File: src/rtl/arith_exec_unit.sv
`default_nettype none
// ============================================================================
// Module      : arith_exec_unit
// Description : Single-slot add/multiply execution unit sitting behind one
//               dispatch lane. It accepts a level start request, acknowledges
//               it for one cycle and runs the op for a configurable latency.
//               It then raises complete plus a one-cycle register-file write
//               strobe, and holds complete until dispatch clears it.
//
// Ports:
//   clk                           in   rising-edge clock
//   reset                         in   asynchronous active-low reset
//   start_adder                   in   level request: operand_a + operand_b
//   start_multiplier              in   level request: operand_a * operand_b
//   operand_a, operand_b          in   32-bit source operands
//   rd_in                         in   5-bit destination register
//   reset_complete                in   dispatch has consumed the result
//   busy                          out  unit cannot accept a new op
//   reset_instruction_in_progress out  one-cycle accept acknowledge
//   complete                      out  result valid, held until cleared
//   write_enable                  out  one-cycle register-file write strobe
//   rd_out                        out  latched destination register
//   result                        out  latched 32-bit result
//   reset_operation_complete      out  one-cycle acknowledge of reset_complete
//
// Revision    : 1.0  initial release
// ============================================================================
module arith_exec_unit #(
  parameter int ADD_LATENCY = 1,
  parameter int MUL_LATENCY = 4
) (
  input  logic        clk,
  input  logic        reset,
  input  logic        start_adder,
  input  logic        start_multiplier,
  input  logic [31:0] operand_a,
  input  logic [31:0] operand_b,
  input  logic [4:0]  rd_in,
  input  logic        reset_complete,
  output logic        busy,
  output logic        reset_instruction_in_progress,
  output logic        complete,
  output logic        write_enable,
  output logic [4:0]  rd_out,
  output logic [31:0] result,
  output logic        reset_operation_complete
);

  typedef enum logic [1:0] {
    IDLE  = 2'd0,
    EXEC  = 2'd1,
    DONE  = 2'd2,
    CLEAR = 2'd3
  } state_t;

  // The counter is preloaded with LAT-1 so that the completion edge
  // lands exactly LAT edges after the accept edge.
  localparam logic [3:0] C_ADD_CNT = 4'(ADD_LATENCY - 1);
  localparam logic [3:0] C_MUL_CNT = 4'(MUL_LATENCY - 1);

  state_t      state_q, state_d;
  logic [3:0]  cnt_q, cnt_d;
  logic [31:0] op_a_q, op_a_d;
  logic [31:0] op_b_q, op_b_d;
  logic [4:0]  rd_lat_q, rd_lat_d;
  logic        is_mul_q, is_mul_d;
  logic        busy_q, busy_d;
  logic        ack_q, ack_d;
  logic        complete_q, complete_d;
  logic        we_q, we_d;
  logic [4:0]  rd_out_q, rd_out_d;
  logic [31:0] result_q, result_d;
  logic        roc_q, roc_d;

  logic [31:0] w_sum;
  logic [31:0] w_prod;

  // Both operations wrap to 32 bits; the product keeps only its low word.
  assign w_sum  = op_a_q + op_b_q;
  assign w_prod = op_a_q * op_b_q;

  always_comb begin
    state_d    = state_q;
    cnt_d      = cnt_q;
    op_a_d     = op_a_q;
    op_b_d     = op_b_q;
    rd_lat_d   = rd_lat_q;
    is_mul_d   = is_mul_q;
    ack_d      = 1'b0;
    complete_d = complete_q;
    we_d       = 1'b0;
    rd_out_d   = rd_out_q;
    result_d   = result_q;
    roc_d      = 1'b0;

    unique case (state_q)
      IDLE: begin
        if (start_adder || start_multiplier) begin
          op_a_d   = operand_a;
          op_b_d   = operand_b;
          rd_lat_d = rd_in;
          // Add takes priority when both requests are raised together.
          is_mul_d = !start_adder;
          cnt_d    = start_adder ? C_ADD_CNT : C_MUL_CNT;
          ack_d    = 1'b1;
          state_d  = EXEC;
        end
      end
      EXEC: begin
        if (cnt_q != 4'd0) begin
          cnt_d = cnt_q - 4'd1;
        end else begin
          result_d   = is_mul_q ? w_prod : w_sum;
          rd_out_d   = rd_lat_q;
          complete_d = 1'b1;
          we_d       = 1'b1;
          state_d    = DONE;
        end
      end
      DONE: begin
        if (reset_complete) begin
          complete_d = 1'b0;
          roc_d      = 1'b1;
          state_d    = CLEAR;
        end
      end
      CLEAR: begin
        // Wait for dispatch to drop its start so a held level is never
        // mistaken for a fresh request.
        if (!start_adder && !start_multiplier) begin
          state_d = IDLE;
        end
      end
      default: state_d = IDLE;
    endcase

    busy_d = (state_d != IDLE);
  end

  always_ff @(posedge clk or negedge reset) begin
    if (!reset) begin
      state_q    <= IDLE;
      cnt_q      <= 4'd0;
      op_a_q     <= 32'd0;
      op_b_q     <= 32'd0;
      rd_lat_q   <= 5'd0;
      is_mul_q   <= 1'b0;
      busy_q     <= 1'b0;
      ack_q      <= 1'b0;
      complete_q <= 1'b0;
      we_q       <= 1'b0;
      rd_out_q   <= 5'd0;
      result_q   <= 32'd0;
      roc_q      <= 1'b0;
    end else begin
      state_q    <= state_d;
      cnt_q      <= cnt_d;
      op_a_q     <= op_a_d;
      op_b_q     <= op_b_d;
      rd_lat_q   <= rd_lat_d;
      is_mul_q   <= is_mul_d;
      busy_q     <= busy_d;
      ack_q      <= ack_d;
      complete_q <= complete_d;
      we_q       <= we_d;
      rd_out_q   <= rd_out_d;
      result_q   <= result_d;
      roc_q      <= roc_d;
    end
  end

  assign busy                          = busy_q;
  assign reset_instruction_in_progress = ack_q;
  assign complete                      = complete_q;
  assign write_enable                  = we_q;
  assign rd_out                        = rd_out_q;
  assign result                        = result_q;
  assign reset_operation_complete      = roc_q;

endmodule
`default_nettype wire

File: config.mk
export PLATFORM = sky130hd
export DESIGN_NAME = arith_exec_unit
export DESIGN_NICKNAME = d
export VERILOG_FILES = /design/src/rtl/arith_exec_unit.sv
export SDC_FILE = /design/constraint.sdc
export NUM_CORES = 1
export LEC_CHECK = 0
export BUFFER_PORTS_ARGS = -buffer_cell sky130_fd_sc_hd__buf_2
export CORE_UTILIZATION = 55
export CTS_BUF_LIST = sky130_fd_sc_hd__clkbuf_16
export DETAILED_ROUTE_END_ITERATION = 16
export PLACE_DENSITY_LB_ADDON = 0.05
export SYNTH_ARGS = -nofsm -noshare
export SYNTH_HDL_FRONTEND = slang
export SYNTH_SLANG_ARGS = --single-unit
File: constraint.sdc
create_clock -name clk -period 14.9 [get_ports clk]
set_clock_uncertainty 0.2 [all_clocks]
set_input_delay 4.47 -clock clk [delete_from_list [all_inputs] [get_ports clk]]
set_output_delay 4.47 -clock clk [all_outputs]
set_load 0.1 [all_outputs]
==> metrics.txt <==
final std cells w/o fill=about 2.9k; final setup margin=approximately 6900 ps; syn_nets=2953; pin count of the biggest net entering global routing=between 70 and 80; Rel. slew slack=0.2442; critical path peak fanout=18; post-synthesis sequential area ratio=0.1351; Area contributors post-synth=fa_1 37%, dfrtp_1 14%, ha_1 8.9%; Worst Path Required=about 15000 ps; NumNets Final=around 3k; fin util=0.6041; Die Wd=a little over 200 um; pre-CTS setup slack=7012 ps; final-report max-slew violation count=0; CTS sink cnt=between 100 and 150; IO Port Bufs=115; cell taking the most area after synthesis=fa_1; first-pass GRT wire length=slightly above 100000 um; HP Class=flip-flop to flip-flop; TritonCTS clock tree=built; share of the synthesized area in the top cell type=0.3746; placed cells=approximately 2.9k; DR vias=between 15k and 20k; Post-synth top cells=409 x fa_1, 394 x inv_1, 304 x and2_1; Worst setup SP type=flip-flop; Max clock buf depth=2; Avg WL per Cell=roughly 23 um; vias in the first global route=17.84k; Sum Neg Setup Slack=0 ps; Worst Path Arrival=8170 ps; outcome=finished clean; Synth Flop Type=dfrtp_1; Final setup viols=0; Starting DRT DRC Count=1114; clock-pin transition on the worst setup and hold timing paths=approximately 60 ps; GRT overflow=0; MaxCap Viol Count=0; asr flop ratio synth=1.000; Post-CTS Hold Fix Bufs=0; die area=between 40000 and 50000 um^2; GPL Wtd Cong=roughly 0.94; antenna viol nets, final=0; CTS Root Cell=clkbuf_16; DR vias/cell=roughly 5.6; FMAX=~120 MHz; Mapped Area=21860 um^2; Die Span Y=roughly 200 um; RSZ-0062 raised after global routing=no; fin crit period=about 8000 ps; Yosys reg bits=about 120; count of different cell masters after synthesis=slightly below 70; Core Region=slightly below 40000 um^2; syn_area_per_cell=about 9.4 um^2; fraction of layout cells with a size suffix above 1=0.1112; Post-synth EDFFs=0; aggregate routed wire length=around 66000 um; worst setup path category=flip-flop to flip-flop; slew at the pin with the worst max-slew slack=1134 ps; final hold violation count=0; latest clock arrival within the worst-skew pair=440 ps; FP Rows=72; Initial Util=0.5616; TritonRoute pass-1 iters=5; initial antenna violation count=4; post-CTS setup buffer count=0; Post-DP HPWL=50510 um; count leader, synth=fa_1; final worst-path cycle share=0.5398; H-tree levels=4; DRC Markers=0; Syn Inst Count=roughly 2.3k; area grow syn2layout=7.568%; Resize count post-CTS=0; Total GRT Usage=0.3429; CTS Buf Count=17; YS warnings=0; CP endpoint kind=flip-flop; IO Count=116
[state kept, by name, summed over array words and instances (netlist names), 2 cells and up]
register and count:
cnt_q 4, state_q 2, op_b_q 32, rd_lat_q 5
rd_out 5, result 32, op_a_q 32
[worst max-delay path, stage by stage (launching register included)]
cell	delay, ps
dfrtp_1	1020
buf_4	320
ha_1	240
inv_1	140
fa_1	370
inv_1	80
fa_1	430
fa_1	520
inv_1	50
fa_1	470
inv_1	50
fa_1	470
fa_1	560
fa_1	430
fa_1	470
ha_1	370
a21o_1	200
a21o_1	160
a21oi_1	230
o2111ai_1	160
nor2_1	150
o21ai_0	190
o31ai_1	270
a31oi_1	70
a32o_1	290
[final timing paths]
path	from	end	slack (ps)	depth (start not counted)
setup / recovery	op_b_q[9]$_DFFE_PN0P_	result[30]$_DFFE_PN0P_	6860	24
hold / removal	rd_lat_q[1]$_DFFE_PN0P_	rd_out[1]$_DFFE_PN0P_	270	2
setup reg to reg	op_b_q[9]$_DFFE_PN0P_	result[30]$_DFFE_PN0P_	6860	24
hold reg to reg	rd_lat_q[1]$_DFFE_PN0P_	rd_out[1]$_DFFE_PN0P_	270	2
max in group asynchronous	reset	result[19]$_DFFE_PN0P_	9090	2
min in group asynchronous	reset	busy$_DFF_PN0_	3850	1
[cell families after synthesis]
group                      share of synthesized area
DFF                                           0.1351
muxes                                        0.03893
xor gates and xnor gates                     0.04230
and+or+nand+nor                               0.1675
adders and majority gates                     0.4639
buffers and inverters                        0.08724
AOI/OAI and AO/OA                            0.06503
[cells in the final DEF (no fill, tap or decap), drive strengths merged, types with 28 or more instances in the layout]
| master | netlist | layout |
|---|---|---|
| ha | 156 | 156 |
| xnor2 | 75 | 75 |
| buf | 3 | 149 |
| a21oi | 58 | 58 |
| mux2 | 69 | 69 |
| xor2 | 28 | 28 |
| inv | 394 | 399 |
| nand2 | 291 | 291 |
| fa | 409 | 409 |
| o21ai | 66 | 66 |
| nor2 | 50 | 50 |
| and2 | 304 | 304 |
| dfrtp | 118 | 118 |
[stage by stage]
step,hold slack [ps],area [um^2]
finish,266.9,23510
global route,286.7,23510
detailed placement,250.8,22920
CTS,266.5,23510
global placement,245.0,22920
floorplan,234.8,21860
[final cells by class]
| class | instances | area [um^2] |
|---|---|---|
| clock inverter | 15 | 163.9 |
| tap | 518 | 648.1 |
| sequential | 118 | 2953 |
| antenna | 2 | 5.005 |
| fill | 3419 | 15410 |
| multi-input combinational | 1690 | 17000 |
| timing repair buffer | 149 | 833.3 |
| inverter | 394 | 1479 |
| clock buffer | 17 | 425.4 |
[per-layer routing]
layer | up-vias | GRT usage | wire length [um]
li1 | 7209 | - | -
met1 | 8404 | 0.4606 | 27200
met2 | 582 | 0.5585 | 31220
met3 | 146 | 0.05977 | 4490
met4 | 4 | 0.1253 | 2619
met5 | - | 0 | 29
Power is left out: the tool's default activity adds up to more than one toggle a clock period on the data nets, which glitch-free logic cannot reach.
